File: src/rtl/sc_operand_fetch.sv
// sc_operand_fetch: latches two operands from fixed/general register buses and hands them to the ALU
module sc_operand_fetch #(
    parameter int DATAWIDTH_BUS = 32,
    parameter int DATAWIDTH_SEL = 2,
    parameter int DATAWIDTH_CNT = 8
) (
    input  logic                     SC_RegFIXED_CLOCK_50,
    input  logic                     SC_RegFIXED_RESET_InHigh,
    input  logic [DATAWIDTH_BUS-1:0] fixed0_in,
    input  logic [DATAWIDTH_BUS-1:0] fixed1_in,
    input  logic [DATAWIDTH_BUS-1:0] gen0_in,
    input  logic [DATAWIDTH_BUS-1:0] gen1_in,
    input  logic                     req_valid,
    output logic                     req_ready,
    input  logic [DATAWIDTH_SEL-1:0] req_selA,
    input  logic [DATAWIDTH_SEL-1:0] req_selB,
    output logic [DATAWIDTH_BUS-1:0] opA_out,
    output logic [DATAWIDTH_BUS-1:0] opB_out,
    output logic                     op_valid,
    input  logic                     op_ready,
    output logic                     busy,
    output logic [DATAWIDTH_CNT-1:0] xfer_count
);
    localparam logic [1:0] IDLE    = 2'd0;
    localparam logic [1:0] CAPTURE = 2'd1;
    localparam logic [1:0] HOLD    = 2'd2;
    logic [1:0]               state_q, state_d;
    logic [DATAWIDTH_SEL-1:0] sel_a_q, sel_a_d, sel_b_q, sel_b_d;
    logic [DATAWIDTH_BUS-1:0] op_a_q, op_a_d, op_b_q, op_b_d, bus_a, bus_b;
    logic [DATAWIDTH_CNT-1:0] cnt_q, cnt_d;
    logic                     accept, done;
    always_comb begin
        bus_a = sel_a_q == DATAWIDTH_SEL'(0) ? fixed0_in :
                sel_a_q == DATAWIDTH_SEL'(1) ? fixed1_in :
                sel_a_q == DATAWIDTH_SEL'(2) ? gen0_in : gen1_in;
        bus_b = sel_b_q == DATAWIDTH_SEL'(0) ? fixed0_in :
                sel_b_q == DATAWIDTH_SEL'(1) ? fixed1_in :
                sel_b_q == DATAWIDTH_SEL'(2) ? gen0_in : gen1_in;
        accept  = (state_q == IDLE) && req_valid;
        done    = (state_q == HOLD) && op_ready;
        // the unused encoding falls back to IDLE
        state_d = accept ? CAPTURE :
                  state_q == CAPTURE ? HOLD :
                  (state_q == HOLD && !op_ready) ? HOLD : IDLE;
        sel_a_d = accept ? req_selA : sel_a_q;
        sel_b_d = accept ? req_selB : sel_b_q;
        op_a_d  = state_q == CAPTURE ? bus_a : op_a_q;
        op_b_d  = state_q == CAPTURE ? bus_b : op_b_q;
        cnt_d   = cnt_q + {{(DATAWIDTH_CNT-1){1'b0}}, done};
    end
    always_ff @(posedge SC_RegFIXED_CLOCK_50 or posedge SC_RegFIXED_RESET_InHigh) begin
        if (SC_RegFIXED_RESET_InHigh) begin
            state_q <= IDLE;
            sel_a_q <= '0;
            sel_b_q <= '0;
            op_a_q  <= '0;
            op_b_q  <= '0;
            cnt_q   <= '0;
        end else begin
            state_q <= state_d;
            sel_a_q <= sel_a_d;
            sel_b_q <= sel_b_d;
            op_a_q  <= op_a_d;
            op_b_q  <= op_b_d;
            cnt_q   <= cnt_d;
        end
    end
    assign req_ready  = state_q == IDLE;
    assign op_valid   = state_q == HOLD;
    assign busy       = state_q != IDLE;
    assign opA_out    = op_a_q;
    assign opB_out    = op_b_q;
    assign xfer_count = cnt_q;
endmodule
File: config.mk
export PLATFORM = sky130hd
export DESIGN_NAME = sc_operand_fetch
export DESIGN_NICKNAME = d
export VERILOG_FILES = /design/src/rtl/sc_operand_fetch.sv
export SDC_FILE = /design/constraint.sdc
export NUM_CORES = 1
export LEC_CHECK = 0
export CAP_MARGIN = 20
export CORE_ASPECT_RATIO = 0.7
export CORE_MARGIN = 3
export CORE_UTILIZATION = 39
export CTS_BUF_LIST = sky130_fd_sc_hd__clkbuf_4 sky130_fd_sc_hd__clkbuf_8
export DETAILED_ROUTE_END_ITERATION = 7
export PLACE_DENSITY = 0.8
export SLEW_MARGIN = 20
export SYNTH_ARGS = -nofsm -noshare
export SYNTH_HDL_FRONTEND = slang
export SYNTH_SLANG_ARGS = --single-unit
File: constraint.sdc
create_clock -name SC_RegFIXED_CLOCK_50 -period 2.3 [get_ports SC_RegFIXED_CLOCK_50]
set_input_delay 0.46 -clock SC_RegFIXED_CLOCK_50 [delete_from_list [all_inputs] [get_ports SC_RegFIXED_CLOCK_50]]
set_output_delay 0.46 -clock SC_RegFIXED_CLOCK_50 [all_outputs]
set_load 0.02 [all_outputs]
# --- After elaboration in Yosys (flattened, before gate mapping) ---
# Cells that the tools add are included.
op_classes:
  n_div: 0
  bitwise_logic: 0
  reduce_logical: 8
  mul: 0
  add_sub_neg: 1
  muxes: 9
  eq_ne: 6
  n_shift: 0
  order_cmp: 0
ops:
  columns: ["operator", "count"]
  rows:
  - ["$mux W32", 6]
  - ["$add A8 B1 Y8", 1]
  - ["$eq A2 B1 Y1 const B", 3]
  - ["$eq A2 B2 Y1 const B", 3]
  - ["$logic_not A2 Y1", 3]
  - ["$mux W2", 3]
  - ["$logic_and A1 B1 Y1", 3]
  - ["$reduce_bool A2 Y1", 1]
  - ["$logic_not A1 Y1", 1]
word_totals:
  mem_count: 0
  latchBits: 0
  in_bits: 136
  output_inout_bits: 75
  elab_cells: 30
  regBits: 78
  mem_bits_rw: 0
  mem_bits_ro: 0

# --- Longest topological paths before layout ---
# Gate-level depths: netlist (run 1).
logic_depth:
  word_depth: 5
  mapped_depth: 7

# --- Worst setup path after synthesis (run 1) ---
# Ideal clock, no wire load.
synth_path:
  path_kind: "register -> register"
  startpoint: "register state_q[0]"
  endpoint: "register cnt_q[7], in the netlist xfer_count[7]"
  required_time_ns: 2.221
  period_less_slack_ns: 1.561
  setup_time_ns: 0.079
  t_arrival_ns: 1.482
  setup_slack_ns: 0.739
  stages_incl_launch_ff: 8
  path_cell_list: "dfrtp_1 -> nand2b_1 -> inv_1 -> and2_1 -> ha_1 -> nand3_1 -> nor3_1 -> xor2_1"
synth_between:
  elab_chain_len: 3
synth_rtl:
  columns: ["item", "line_no", "source"]
  rows:
  - ["start, declared", "27", "logic [1:0] state_q, state_d;"]
  - ["start signal, assigned", "60", "state_q <= state_d;"]
  - ["$eq A2 B2 Y1", null, null]
  - ["named net op_valid", "19", "output logic op_valid,"]
  - ["$logic_and A1 B1 Y1", "40", "done = (state_q == HOLD) && op_ready;"]
  - ["$add A8 B1 Y8", "49", "cnt_d = cnt_q + {{(DATAWIDTH_CNT-1){1'b0}}, done};"]
  - ["named net cnt_d[7]", "30", "logic [DATAWIDTH_CNT-1:0] cnt_q, cnt_d;"]
  - ["end signal, assigned", "65", "cnt_q <= cnt_d;"]
  - ["end, declared", "30", null]
# The timed path passes the listed nets, and every way through them passes these cells.
# A chain may end at the register's enable or synchronous reset.

# --- Final worst setup path (run 1) ---
layout_path:
  startpoint: "register state_q[0]"
  endpoint: "output op_valid"
layout_between:
  elab_chain_len: 1
layout_rtl:
  columns: ["item", "line_no", "source"]
  rows:
  - ["$eq A2 B2 Y1", "69", "assign op_valid = state_q == HOLD;"]
  - ["end, declared", "19", null]
# No other way between the ends.

==> out/metrics.csv, run 1 <==
metric,value,unit
status,completed,
drc,0,
io_pins,211,
place_congestion,0.8868,
yosysMostFrequentCell,mux2i_1,
wl,15310,µm
ys_ff_latch,78,
initial_utilization,41.52,%
cp.buffers_inverters,2,
syn_area_per_cell,11.10,µm²
port_buffers,210,
ctsHoldBuffers,0,
synth_flop_cell,dfrtp_1,
reg2reg_depth,3,
synth_area_leaders,"dfrtp_1, mux2i_1, o221ai_1",
antennaDiodeCount,0,
met2_length,7414,µm
synth_top_area_share,43.76,%
cts_max_level,3,
clk_latency,0.36,ns
tns,0,ns
syn_nets,540,
crit_required,1.84,ns
antenna_found_initial,0,
top_layer,met4,
vias_per_cell,5.560,
cp_max_fo,4,
grt_max_degree,79,
fin_hold_ws,0.4939,ns
cp_top_family,buffers and inverters,
hold_class,register to register,
cts_root_buffer,clkbuf_8,
yosysWarnings,0,
num_rows,31,
p_per_area,1262,nW/µm²
min_to,opA_out[24]$_DFFE_PP0N_,
synth.distinct_cells,22,
maxCapViolCount,0,
period_share,90.74,%
relSlewSlack,50.86,%
setup_violations,0,
max_stage_delay,0.60,ns
cp_data_arrival_time,1.63,ns
numCtsBuffers,9,
syn-cell-area,4461,µm²
ys_seq_area_share,43.76,%
gr-usage-all-layers,23.81,%
finalHoldViolations,0,
dr.first_iter.drc_count,299,
final_max_slew_viol_count,0,
r2r_end,opA_out[21]$_DFFE_PP0N_,
cts_tree,yes,
rsz0062_at_grt,false,
drt-wirelength-per-cell,20.25,µm
worstSetupStartpointType,register,
fin_nets,741,
core_area,10740,µm²
gr-total-overflow,0,
skew,0.01002,ns
dr.pass1.iters,4,
peakVddDrop,0.0006326,V
min_period,2.087,ns
clk_path_buf_depth,2,
multi_input_area,2307,µm²
r2r_slack,0.52,ns
worst_pin_slew,0.7372,ns
n_fill_cell,842,
synthTopCellsByCount,"mux2i_1, dfrtp_1, nand2_1",
grt_pass1_wl,23900,µm
grt_pass1_vias,4651,
synth_edf_count,0,
drive_gt1_share,6.414,%
die_area,12780,µm²
numClockSinks,78,
worstHoldStart,opA_out[24]$_DFFE_PP0N_,
wl_met1,6184,µm
synth_largest_area_cell,dfrtp_1,
max_freq,479.2,MHz
post_cts_resized,0,
crit_slowest_cell,clkdlybuf4s50_1,
dp_hpwl,11140,µm
synthArstFlopShare,100.0,%
timing.rr.start,sel_a_q[0]$_DFFE_PP0P_,
syn-instance-count,402,
end_kind,output port,
die_x,133.8,µm
leakage,3.125,nW
wl_met3,1481,µm
areaGrowthSynthToFinish,55.23,%
crit_type,register to output port,
min_path_cells,2,
vias,4203,
ant_nets,0,
crit_chain,nand2b_1 -> inv_1 -> clkdlybuf4s50_1,
clkTransAtPathRegs,0.08,ns
die_h,95.48,µm
regArea,1959,µm²
cts_setup_buffers,0,
-- per-layer routing --
metal / vias to the layer above / GRT usage [%]
met4: 0 / 6.678
met5: - / 0
met3: 16 / 7.964
li1: 1924 / -
met2: 199 / 40.17
met1: 2064 / 29.48
-- power breakdown --
part	internal [mW]	total, mW	switching [mW]
logic	2.58	5.02	2.44
registers	2.03	2.79	0.760
clock network	0.417	0.931	0.513
total	5.03	8.74	3.71
-- stage by stage --
step / setup slack, ns / util, % / total power, mW / cell area (µm²) / std cells
finish: 0.2131 / 64.45 / 8.736 / 6924 / 756
global route: 0.1222 / 64.45 / 9.255 / 6924 / 756
CTS: 0.1826 / 64.45 / 8.805 / 6924 / 756
detailed placement: 0.4024 / 62.82 / 7.843 / 6749 / 740
global placement: 0.4526 / 62.82 / 7.693 / 6749 / 740
floorplan: 0.7389 / - / 5.601 / 4464 / 402
-- worst reg2reg max path, stage by stage (launching register included) --
cell and delay, ns:
dfrtp_4 0.90, buf_4 0.31, mux2i_1 0.26, o221ai_1 0.17
-- final cells by class --
type	instances	area share [%]
repair buffers	224	32.96
inverters	3	0.2168
multi-input cells	287	33.32
well taps	148	2.674
clock inverters	6	0.5421
flip-flops and latches	78	28.30
clock buffers	10	1.988
-- worst max path at each step --
stage,start,slack [ns],cells after the start,end
finish,state_q[0]$_DFF_PP0_,0.21,3,op_valid
global route,state_q[0]$_DFF_PP0_,0.12,3,op_valid
CTS,state_q[0]$_DFF_PP0_,0.18,3,op_valid
detailed placement,op_ready,0.40,6,xfer_count[7]$_DFF_PP0_
global placement,op_ready,0.45,6,xfer_count[7]$_DFF_PP0_
floorplan,state_q[0]$_DFF_PP0_,0.74,7,xfer_count[7]$_DFF_PP0_
-- kinds of logic (layout without fill, tap and decap cells) --
| family | Yosys count | in the layout | synth area share (%) |
|---|---|---|---|
| flip-flops | 78 | 78 | 43.76 |
| multiplexers | 132 | 132 | 29.73 |
| AND/OR/NAND/NOR | 82 | 82 | 7.517 |
| XOR/XNOR | 6 | 6 | 1.178 |
| buffers and inverters | 37 | 243 | 4.572 |
| adder cells (fa/ha/maj) | 2 | 2 | 0.5609 |
| AO/OA/AOI/OAI | 65 | 65 | 12.68 |
-- cell usage in the layout, fill, tap and decap left out, types with 2 or more instances in the layout --
master / n
clkdlybuf4s50_1: 210
xor2_1: 3
mux2_2: 4
dfrtp_4: 2
nand2_1: 68
o221ai_1: 64
clkinv_4: 2
buf_4: 8
ha_1: 2
clkinv_2: 4
nor2_1: 2
inv_1: 2
nand3_1: 3
mux2i_1: 128
dfrtp_1: 76
nand2b_1: 3
buf_12: 6
clkbuf_8: 10
xnor2_1: 3
and2_1: 2
-- registers in the layout, summed over array words and instances, names as in the netlist --
| name | cells |
|---|---|
| xfer_count | 8 |
| opB_out | 32 |
| sel_a_q | 2 |
| sel_b_q | 2 |
| state_q | 2 |
| opA_out | 32 |
Note: power is estimated with default switching activity, not from simulation.
==> run 2: changes to the inputs <==
--- a/config.mk
+++ b/config.mk
@@ -7,7 +7,7 @@
 export LEC_CHECK = 0
 export CAP_MARGIN = 20
 export CORE_ASPECT_RATIO = 0.7
-export CORE_MARGIN = 3
+export CORE_MARGIN = 2
 export CORE_UTILIZATION = 39
 export CTS_BUF_LIST = sky130_fd_sc_hd__clkbuf_4 sky130_fd_sc_hd__clkbuf_8
 export DETAILED_ROUTE_END_ITERATION = 7
==> run 2 against run 1 <==
Compared with the run above: worst hold slack got worse by 0.017 ns; worst setup slack worse by 0.0042 ns; utilization fell by 2.2 points; combinational power barely moved; via count grew 1.1%; final cell count increased by 0.93%; highest routed layer unchanged.
==> out/metrics.csv, run 2 (synthesis gave the netlist of run 1 again) <==
metric,value,unit,change
status,completed,,
cts_max_level,3,,unchanged
worstSetupStartpointType,register,,
core_area,11090,µm²,+3.2%
min_period,2.091,ns,+0.004184 ns
clk_latency,0.35,ns,about the same
cts_setup_buffers,0,,unchanged
cp_max_fo,4,,unchanged
clkTransAtPathRegs,0.08,ns,about the same
dr.first_iter.drc_count,149,,-50%
crit_chain,nor2_1 -> clkdlybuf4s50_1,,
fin_nets,743,,+0.27%
drt-wirelength-per-cell,19.58,µm,-3.3%
die_x,131.8,µm,-1.5%
gr-total-overflow,0,,unchanged
die_h,93.48,µm,-2.1%
final_max_slew_viol_count,0,,unchanged
setup_ws,0.2089,ns,-0.004184 ns
p_per_area,1261,nW/µm²,about the same
max_freq,478.2,MHz,-0.20%
numClockSinks,78,,unchanged
grt_max_degree,79,,unchanged
cts_tree,yes,,
gr-usage-all-layers,24.68,%,+0.87 points
drc,0,,unchanged
vias_per_cell,5.567,,+0.14%
final_common_cell,clkdlybuf4s50_1,,
setup_violations,0,,unchanged
cp.buffers_inverters,1,,-1
crit_required,1.84,ns,about the same
maxCapViolCount,0,,unchanged
end_kind,output port,,
cp_data_arrival_time,1.63,ns,about the same
dr.pass1.iters,4,,unchanged
peakVddDrop,0.0007467,V,+18%
grt_pass1_wl,23770,µm,-0.55%
numCtsBuffers,9,,unchanged
tns,0,ns,unchanged
drive_gt1_share,6.721,%,+0.31 points
hold_class,register to register,,
cp_top_family,buffers and inverters,,
finalHoldViolations,0,,unchanged
relSlewSlack,57.61,%,+6.8 points
worst_pin_slew,0.6358,ns,-0.1013 ns
antennaDiodeCount,0,,unchanged
vias,4248,,+1.1%
areaGrowthSynthToFinish,54.84,%,
wl,14940,µm,-2.4%
crit_slowest_cell,clkdlybuf4s50_1,,
place_congestion,0.8098,,-8.7%
leakage,3.113,nW,-0.37%
skew,0.009997,ns,-0.00002181 ns
period_share,90.92,%,+0.18 points
clk_path_buf_depth,2,,unchanged
port_buffers,210,,unchanged
max_stage_delay,0.65,ns,+0.05 ns
cts_root_buffer,clkbuf_8,,
grt_pass1_vias,4584,,-1.4%
io_pins,211,,unchanged
rsz0062_at_grt,false,,
pre_cts_ws,0.4305,ns,+0.02807 ns
die_area,12320,µm²,-3.6%
layout_common_cells,"clkdlybuf4s50_1, mux2i_1, dfrtp_1",,
ctsHoldBuffers,0,,unchanged
crit_type,register to output port,,
initial_utilization,40.22,%,-1.3 points
dp_hpwl,10980,µm,-1.4%
post_cts_resized,0,,unchanged
ant_nets,0,,unchanged
num_rows,32,,+3.2%
n_fill_cell,902,,+7.1%
antenna_found_initial,0,,unchanged
-- run 2: cell types whose count changed in the layout (fill, tap and decap cells not counted) --
cell,before,now
buf_4,8,14
buf_12,6,2
clkbuf_4,0,4
clkinv_2,4,1
clkinv_4,2,0
clkbuf_8,10,11
-- run 2: path summary, 6_finish.rpt --
check | startpoint | end | slack, ns | cells after the start
worst max-delay path | state_q[1]$_DFF_PP0_ | req_ready | 0.21 | 2
worst min-delay path | xfer_count[7]$_DFF_PP0_ | xfer_count[7]$_DFF_PP0_ | 0.48 | 1
worst max register to register | sel_a_q[0]$_DFFE_PP0P_ | opA_out[7]$_DFFE_PP0N_ | 0.55 | 3
worst min register to register | xfer_count[7]$_DFF_PP0_ | xfer_count[7]$_DFF_PP0_ | 0.48 | 1
max in group asynchronous | SC_RegFIXED_RESET_InHigh | sel_a_q[0]$_DFFE_PP0P_ | 1.36 | 3
min in group asynchronous | SC_RegFIXED_RESET_InHigh | opA_out[29]$_DFFE_PP0N_ | 0.56 | 3
-- run 2: layer usage --
| layer | GRT usage, % | vias to the layer above | wire length (µm) |
|---|---|---|---|
| li1 | - | 1935 | - |
| met1 | 30.04 | 2083 | 6250 |
| met2 | 42.02 | 218 | 7157 |
| met3 | 8.455 | 12 | 1403 |
| met4 | 6.884 | 0 | 131 |
| met5 | 0 | - | 0 |
-- run 2: power by group --
part / internal (mW) / switching [mW] / total [mW]
sequential: 2.03 / 0.687 / 2.72
clock: 0.500 / 0.486 / 0.986
combinational: 2.53 / 2.48 / 5.01
total: 5.06 / 3.65 / 8.71
-- run 2: final cells by class --
type | instances | area [µm²] | share of cell area (%)
Multi-Input combinational cell | 287 | 2307 | 33.41
Sequential cell | 78 | 1959 | 28.37
Inverter | 3 | 15.01 | 0.2174
Timing Repair Buffer | 226 | 2247 | 32.54
Tap cell | 153 | 191.4 | 2.772
Clock inverter | 1 | 5.005 | 0.07246
Clock buffer | 15 | 181.4 | 2.627
-- run 2: per-stage QoR --
step           hold slack [ns]  instances  power (mW)  area, µm²  util (%)
6_report                0.4772        763       8.707       6907     62.27
5_1_grt                 0.4882        763       9.231       6907     62.27
2_1_floorplan           0.4941        402       5.601       4464         -
3_3_place_gp            0.4654        747       7.610       6720     60.59
3_5_place_dp            0.4659        747       7.755       6720     60.59
4_1_cts                 0.4780        763       8.781       6907     62.27
